File: src/rtl/mem_pkg.sv
// Shared types and helpers for the parametrised single-port memory.
//   mem_state_e : clear-sequencer state (INIT = zeroing words, IDLE = serving)
//   BYTE_W      : width of one byte lane
//   num_lanes() : byte-lane count for a given word width
package mem_pkg;
  typedef enum logic {INIT, IDLE} mem_state_e;

  localparam int BYTE_W = 8;

  function automatic int num_lanes(input int data_w);
    return data_w / BYTE_W;
  endfunction
endpackage

File: src/rtl/mem_param_if.sv
// Bus between the requesting driver (master) and the memory (slave).
//   read/write/addr/data_in/be : request, driven by master
//   data_out/rd_valid          : read response
//   busy/err                   : clear-in-progress and sticky protocol error
interface mem_param_if #(
  parameter int DATA_W = 8,
  parameter int ADDR_W = 5
);
  logic                  read;
  logic                  write;
  logic [ADDR_W-1:0]     addr;
  logic [DATA_W-1:0]     data_in;
  logic [DATA_W/8-1:0]   be;
  logic [DATA_W-1:0]     data_out;
  logic                  rd_valid;
  logic                  busy;
  logic                  err;

  modport master (
    output read, write, addr, data_in, be,
    input  data_out, rd_valid, busy, err
  );

  modport slave (
    input  read, write, addr, data_in, be,
    output data_out, rd_valid, busy, err
  );
endinterface

File: src/rtl/mem_rd_pipe.sv
// STAGES-deep delay line for read {valid, data}.
//   vld_i/data_i : read issued this cycle and the word read from the array
//   vld_o/data_o : response after STAGES clocks; data only advances with
//                  valid, so data_o holds the last returned word.
module mem_rd_pipe #(
  parameter int STAGES = 1,
  parameter int DATA_W = 8
) (
  input  logic              clk,
  input  logic              rst_n,
  input  logic              vld_i,
  input  logic [DATA_W-1:0] data_i,
  output logic              vld_o,
  output logic [DATA_W-1:0] data_o
);
  logic [STAGES:0]             vld_pipe;
  logic [STAGES:0][DATA_W-1:0] data_pipe;

  assign vld_pipe[0]  = vld_i;
  assign data_pipe[0] = data_i;

  for (genvar s = 1; s <= STAGES; s++) begin : g_stage
    always_ff @(posedge clk) begin
      if (!rst_n) begin
        vld_pipe[s]  <= 1'b0;
        data_pipe[s] <= '0;
      end else begin
        vld_pipe[s] <= vld_pipe[s-1];
        if (vld_pipe[s-1]) data_pipe[s] <= data_pipe[s-1];
      end
    end
  end

  assign vld_o  = vld_pipe[STAGES];
  assign data_o = data_pipe[STAGES];
endmodule

File: src/rtl/mem_param.sv
// Single-port memory, DEPTH = 2**ADDR_W words of DATA_W bits.
//   clk, rst_n : clock, synchronous active-low reset
//   bus        : mem_param_if slave (request in, read response/status out)
// Byte-enabled writes commit at the sampling edge; reads return after
// READ_LAT clocks. After reset an optional sequencer zeroes every word,
// holding busy; any request during that time, or read+write together,
// is dropped and sets the sticky err flag.
module mem_param
  import mem_pkg::*;
#(
  parameter int DATA_W         = 8,
  parameter int ADDR_W         = 5,
  parameter int READ_LAT       = 1,
  parameter int CLEAR_ON_RESET = 1
) (
  input  logic      clk,
  input  logic      rst_n,
  mem_param_if.slave bus
);
  localparam int LANES = num_lanes(DATA_W);
  localparam int DEPTH = 2 ** ADDR_W;

  if (READ_LAT != 1 && READ_LAT != 2) begin : g_bad_lat
    $error("mem_param: READ_LAT must be 1 or 2");
  end
  if (DATA_W % BYTE_W != 0) begin : g_bad_w
    $error("mem_param: DATA_W must be a multiple of 8");
  end

  logic [LANES-1:0][BYTE_W-1:0] mem_q [DEPTH];

  mem_state_e        state_q;
  logic [ADDR_W-1:0] cnt_q;
  logic              busy_q;
  logic              err_q;

  logic in_idle, collide, wr_fire, rd_fire, clr_we;

  assign in_idle = (state_q == IDLE);
  assign collide = bus.read & bus.write;
  // rst_n gating keeps a request presented during reset from touching the array
  assign wr_fire = rst_n & in_idle & bus.write & ~bus.read;
  assign rd_fire = rst_n & in_idle & bus.read & ~bus.write;
  assign clr_we  = rst_n & (state_q == INIT);

  // Storage: no reset on the array itself; the clear sequencer zeroes it.
  always_ff @(posedge clk) begin
    if (clr_we) begin
      mem_q[cnt_q] <= '0;
    end else if (wr_fire) begin
      for (int i = 0; i < LANES; i++)
        if (bus.be[i]) mem_q[bus.addr][i] <= bus.data_in[i*BYTE_W +: BYTE_W];
    end
  end

  // Clear sequencer and status flags.
  always_ff @(posedge clk) begin
    if (!rst_n) begin
      state_q <= (CLEAR_ON_RESET != 0) ? INIT : IDLE;
      busy_q  <= (CLEAR_ON_RESET != 0);
      cnt_q   <= '0;
      err_q   <= 1'b0;
    end else begin
      if (collide || (busy_q && (bus.read || bus.write))) err_q <= 1'b1;
      if (state_q == INIT) begin
        cnt_q <= cnt_q + 1'b1;
        if (cnt_q == '1) begin
          state_q <= IDLE;
          busy_q  <= 1'b0;
        end
      end
    end
  end

  mem_rd_pipe #(
    .STAGES (READ_LAT),
    .DATA_W (DATA_W)
  ) u_rd_pipe (
    .clk    (clk),
    .rst_n  (rst_n),
    .vld_i  (rd_fire),
    .data_i (mem_q[bus.addr]),
    .vld_o  (bus.rd_valid),
    .data_o (bus.data_out)
  );

  assign bus.busy = busy_q;
  assign bus.err  = err_q;
endmodule

File: src/flat_wrapper.sv
// flat-port wrapper written by rule: the top's interface ports become plain ports
module mem_param_flat import mem_pkg::*;
#(
  parameter int DATA_W         = 8,
  parameter int ADDR_W         = 5,
  parameter int READ_LAT       = 1,
  parameter int CLEAR_ON_RESET = 1
)
  (clk, rst_n, bus_read, bus_write, bus_addr, bus_data_in, bus_be, bus_data_out, bus_rd_valid, bus_busy, bus_err);
  mem_param_if #(.DATA_W(DATA_W), .ADDR_W(ADDR_W)) bus_i ();
  input  logic clk;
  input  logic rst_n;
  input wire logic [$bits(bus_i.read)-1:0] bus_read;
  input wire logic [$bits(bus_i.write)-1:0] bus_write;
  input wire logic [$bits(bus_i.addr)-1:0] bus_addr;
  input wire logic [$bits(bus_i.data_in)-1:0] bus_data_in;
  input wire logic [$bits(bus_i.be)-1:0] bus_be;
  output wire logic [$bits(bus_i.data_out)-1:0] bus_data_out;
  output wire logic [$bits(bus_i.rd_valid)-1:0] bus_rd_valid;
  output wire logic [$bits(bus_i.busy)-1:0] bus_busy;
  output wire logic [$bits(bus_i.err)-1:0] bus_err;
  assign bus_i.read = bus_read;
  assign bus_i.write = bus_write;
  assign bus_i.addr = bus_addr;
  assign bus_i.data_in = bus_data_in;
  assign bus_i.be = bus_be;
  assign bus_data_out = bus_i.data_out;
  assign bus_rd_valid = bus_i.rd_valid;
  assign bus_busy = bus_i.busy;
  assign bus_err = bus_i.err;
  mem_param #(.DATA_W(DATA_W), .ADDR_W(ADDR_W), .READ_LAT(READ_LAT), .CLEAR_ON_RESET(CLEAR_ON_RESET)) u_core (.clk(clk), .rst_n(rst_n), .bus(bus_i));
endmodule
File: config.mk
export PLATFORM = sky130hd
export DESIGN_NAME = mem_param_flat
export DESIGN_NICKNAME = d
export VERILOG_FILES = /design/src/rtl/mem_pkg.sv /design/src/rtl/mem_param_if.sv /design/src/rtl/mem_rd_pipe.sv /design/src/rtl/mem_param.sv /design/src/flat_wrapper.sv
export SDC_FILE = /design/constraint.sdc
export NUM_CORES = 1
export LEC_CHECK = 0
export CORE_ASPECT_RATIO = 0.7
export CORE_MARGIN = 1
export CORE_UTILIZATION = 65
export CTS_CLUSTER_SIZE = 14
export DETAILED_ROUTE_END_ITERATION = 10
export PLACE_DENSITY = 0.84
export SYNTH_ARGS = -nofsm -noshare
export SYNTH_HDL_FRONTEND = slang
export SYNTH_SLANG_ARGS = --single-unit
File: constraint.sdc
create_clock -name clk -period 3.4 [get_ports clk]
set_input_delay 0.68 -clock clk [delete_from_list [all_inputs] [get_ports clk]]
set_output_delay 0.68 -clock clk [all_outputs]
set_load 0.1 [all_outputs]
# Yosys cells after proc, flatten, opt, wreduce, memory -nomap -nowiden
# Memory sizes are Yosys's and may differ from the RTL's. A register that Yosys moved wholly into a read port is not among the register bits.
# Index checks and enable logic that the tools add are counted.
# word_totals
elab_cells,35
ramBits,256
n_memories,1
ff_bits,9
output_inout_bits,11
inputBits,18
# mem_list
name,words,word_bits,read_ports,rd_ports_with_merged_regs,write_ports,line,text
u_core.mem_q,32,8,1,1,1,mem_param.sv:30,logic [LANES-1:0][BYTE_W-1:0] mem_q [DEPTH];
# classes
add_sub_neg,1
reduce_logical,6
n_mux,11
n_bitwise,10
eq_ne,1
# op_table
op,count
1-bit two-way mux,9
8-bit two-way mux,1
8-bit OR reduction,1
1-bit AND,7
"5-bit by 1-bit adder with 5-bit output, second input constant",1
"5-bit equality test, second input constant",1
5-bit two-way mux,1
1-bit NOT,3
1-bit logical OR,2
2-bit AND reduction,1
1-bit logical AND,1
1-bit zero test,1

# Logic depth before layout (Yosys ltp)
# depth
depth_word,8
mapped_depth,8
depth_no_buf,6

# Modules after synthesis
# Synthesis repeated with hierarchy kept, for this count alone.
# unflattened
hier_cells,509
hier_area_um2,10945.5
# modules_own_cells
mod,area_each_um2,cells_each,instances,seq_area_each_um2
mem_param,10616.4,482,1,7847.5
mem_rd_pipe,329.1,27,1,180.2

# Least setup slack after synthesis
# OpenSTA, ideal clock, no wires.
# synth_path
path_kind,input -> register
startpoint,in bus_addr[0]
endpoint,"mem u_core.mem_q[9][0] (netlist bit), enable pin"
arrival_time_ps,2065
n_path_buf,3
path_slack_ps,964
setup_ps,370
cell_stages,7
required_ps,3030
cell_sequence,buf_4 buf_6 buf_4 nor2b_1 nand2_1 o21a_1 nor2_1
# synth_via
elab_chain_len,1
# synth_lines
item,line,text
start: declaration,flat_wrapper.sv:15,input wire logic [$bits(bus_i.addr)-1:0] bus_addr;
5-bit two-way mux (no source line),-,
end: declaration,mem_param.sv:30,
# Every way passes these cells.

# Worst setup path in the final report
# layout_path
startpoint,in bus_write
endpoint,"mem u_core.mem_q[14][5] (netlist bit), enable pin"
# layout_via
elab_chain_len,7
elab_cells_between_ends,8
cone_classes,mux (5); bitwise (2); reduce/logical (1)
# layout_lines
item,line,text
start: declaration,flat_wrapper.sv:14,input wire logic [$bits(bus_i.write)-1:0] bus_write;
1-bit AND (*) (2 in a row),mem_param.sv:42,assign wr_fire = rst_n & in_idle & bus.write & ~bus.read;
1-bit two-way mux (*),mem_param.sv:50,end else if (wr_fire) begin
1-bit two-way mux (*),mem_param.sv:48,if (clr_we) begin
1-bit two-way mux (implied by the code) (*),mem_param.sv:52,if (bus.be[i]) mem_q[bus.addr][i] <= bus.data_in[i*BYTE_W +: BYTE_W];
8-bit OR reduction (no source line),-,
5-bit two-way mux (no source line) / 1-bit two-way mux (equally long branches),-,
# Every way passes the cells marked *; elsewhere a longest branch is shown, timed or not.

==> impl_metrics.ini <==
[die]
fp.coreArea_um2 = 16400
die_area_um2 = 17400
io_pins = 29
die_h_um = 111
start_util_pct = 66.8
die_x_um = 157
rows = 39

[clocking]
cts-htree-levels = 1
hold_buffers = 0
insertion_delay_ns = 0.52
cts_resized = 0
cts.sinks = 273
post-cts-setup-buffers = 0
cts_buffers = 25
path_clk_slew_ns = 0.06
cts_tree = built
clock_path_buffers = 3
root_buffer = clkbuf_16

[power_and_ir_drop]
p_seq_share_pct = 55.8
fin_total_pwr_mw = 6.56
peakVddDrop_mv = 0.683
swShare_pct = 19.8
switchingPower_mw = 1.30
p_clk_share_pct = 40.3
p_comb_share_pct = 3.9
leakagePower_nw = 3.80
powerDensity_nw_per_um2 = 529
p_int_mw = 5.26

[timing]
fin_crit_ns = 2.74
rsz0062_at_grt = false
holdWs_ns = 0.479
hold_viol = 0
finalSetupViolCount = 0
clock.fmax_ghz = 0.364
period_share_pct = 80.7
skew_ns = 0.0157
worst_slew_pin_slew_ns = 0.968
relSlewSlack_pct = 35.2
fin_setup_tns_ns = 0
slew_violations = 0

[synth]
synthFlopType = edfxtp_1
netlist_instances = 632
synth_top_area_share_pct = 70.2
synthTopCellsByArea = edfxtp_1, mux2i_1, mux4_2
yosysSeqAreaShare_pct = 73.3
async_flop_share_pct = 0
yosys-top-cells-count = edfxtp_1, mux2i_1, nor2_1, nand2_1, mux4_2
ys_types = 42
syn-mean-instance-area_um2 = 17.3
synth_top_cell_by_area = edfxtp_1
ys_ff_latch = 273
yosysMostFrequentCell = edfxtp_1
synth_area_um2 = 11000
synth_edf_count = 256
yosys_warnings = 0
syn_nets = 652

[drt]
first_iter_violations = 774
wl_um = 24500
via_per_inst = 6.58
ant_nets = 0
post_drt_wl_per_cell_um = 26.0
dr_total_vias = 6191
drcViolationCount = 0
first_pass_iters = 5

[placement]
place_area_um2 = 11600
hpwl_um = 15300
dp.cells = 897
port_buffers = 28
place_congestion = 0.981

[setup_path]
path_max_fanout = 13
crit_required_ns = 3.54
critical_path_class = input pin to flop
cp-start-kind = input pin
endpoint_kind = flop
arrival_ns = 2.89

[global_routing]
antenna_found_initial = 1
grt_usage_pct = 29.4
grt_overflow = 0
grt_pass1_vias = 6100
grt_max_degree = 42
grt_pass1_wl_um = 36600

[flow_run]
cap_violations = 0

[cells_and_area]
instances_no_fill = 941
final_nets = 719
drive_gt1_share_pct = 17.6
syn_to_final_growth_pct = 13.2
n_antenna_cell = 0
finish.instance_area_um2 = 12400

[hold_path]
min-delay-path-class = flop to flop

[status]
status = finished clean
## area by class of cell
| cell class | count | area (um^2) |
|---|---|---|
| clock buffer | 37 | 711 |
| clock inverter | 7 | 58.8 |
| fill | 942 | 3990 |
| inverter | 8 | 30.0 |
| multi-input combinational | 318 | 2670 |
| sequential | 273 | 8030 |
| tap | 225 | 282 |
| timing repair buffer | 73 | 628 |
## worst max-delay path: stages
cell and delay, ns:
clkdlybuf4s50_1 0.51, nor2b_1 0.21, and4_1 0.49, nand2_1 0.17, o32a_1 0.26, nor2_1 0.56
## routing by layer
layer	share of wire, %	vias to the layer above	track usage [%]
li1	-	2637	-
met1	40	3105	43.5
met2	47	394	44.9
met3	10	55	6.04
met4	2.9	0	8.48
met5	0	-	0
## registers in the layout, indices dropped and copies added (netlist names)
name                     flops
u_core.bus.busy              1
u_core.bus.err               1
u_core.cnt_q                 5
u_core.in_idle               1
u_core.mem_q               256
u_core.u_rd_pipe.data_o      8
u_core.u_rd_pipe.vld_o       1
## power groups by stage
stage	combinational, mW	sequential [mW]	clock (mW)
3_5_place_dp	0.252	3.73	0
6_report	0.258	3.66	2.64
3_3_place_gp	0.244	3.73	0
5_1_grt	0.272	3.66	2.79
2_1_floorplan	0.172	3.73	0
4_1_cts	0.255	3.66	2.67
## placed cells by master (no fill, tap or decap), types with 2 or more instances in the layout
cell and instances:
nand4_1 3, nor3b_1 2, a32oi_1 2, xnor2_1 2
edfxtp_1 256, a22o_1 7, buf_12 3, dfxtp_1 17
a22oi_1 26, a31oi_1 11, nor3_1 5, clkdlybuf4s50_1 18
and2_1 11, a311oi_1 6, mux2i_1 73, clkbuf_1 8
clkbuf_8 4, inv_2 2, ha_1 2, nor2_1 42
clkinv_2 5, nand3_1 4, buf_4 51, clkbuf_16 25
nor2b_1 9, a21oi_1 24, nand2_1 35, and3_1 4
o21ai_1 7, mux4_2 32, inv_1 6
## metrics by stage
step	util [%]	setup WS, ns
6_report	75.6	0.655
5_1_grt	75.6	0.538
4_1_cts	75.6	0.689
3_5_place_dp	71.0	0.183
3_3_place_gp	71.0	0.205
2_1_floorplan	-	0.964
## cell families (layout without fill, tap and decap cells)
logic type	Yosys count	in the layout	synth area share (%)
buf+inv	41	125	2.36
flops	273	273	73.3
fa+ha+maj	3	3	0.320
simple gates	117	117	4.87
xor+xnor	2	2	0.160
mux	105	105	13.3
compound gates	91	91	5.75
## worst paths after layout
| check | start | to | slack [ns] | cells past startpoint |
|---|---|---|---|---|
| worst max-delay path | bus_write | u_core.mem_q[14][5] | 0.66 | 6 |
| worst min register to register | u_core.bus.err | u_core.bus.err | 0.48 | 2 |
| worst max register to register | u_core.in_idle | u_core.mem_q[14][5] | 0.93 | 4 |
| worst min-delay path | u_core.bus.err | u_core.bus.err | 0.48 | 2 |
Note: power is estimated with default switching activity, not from simulation.
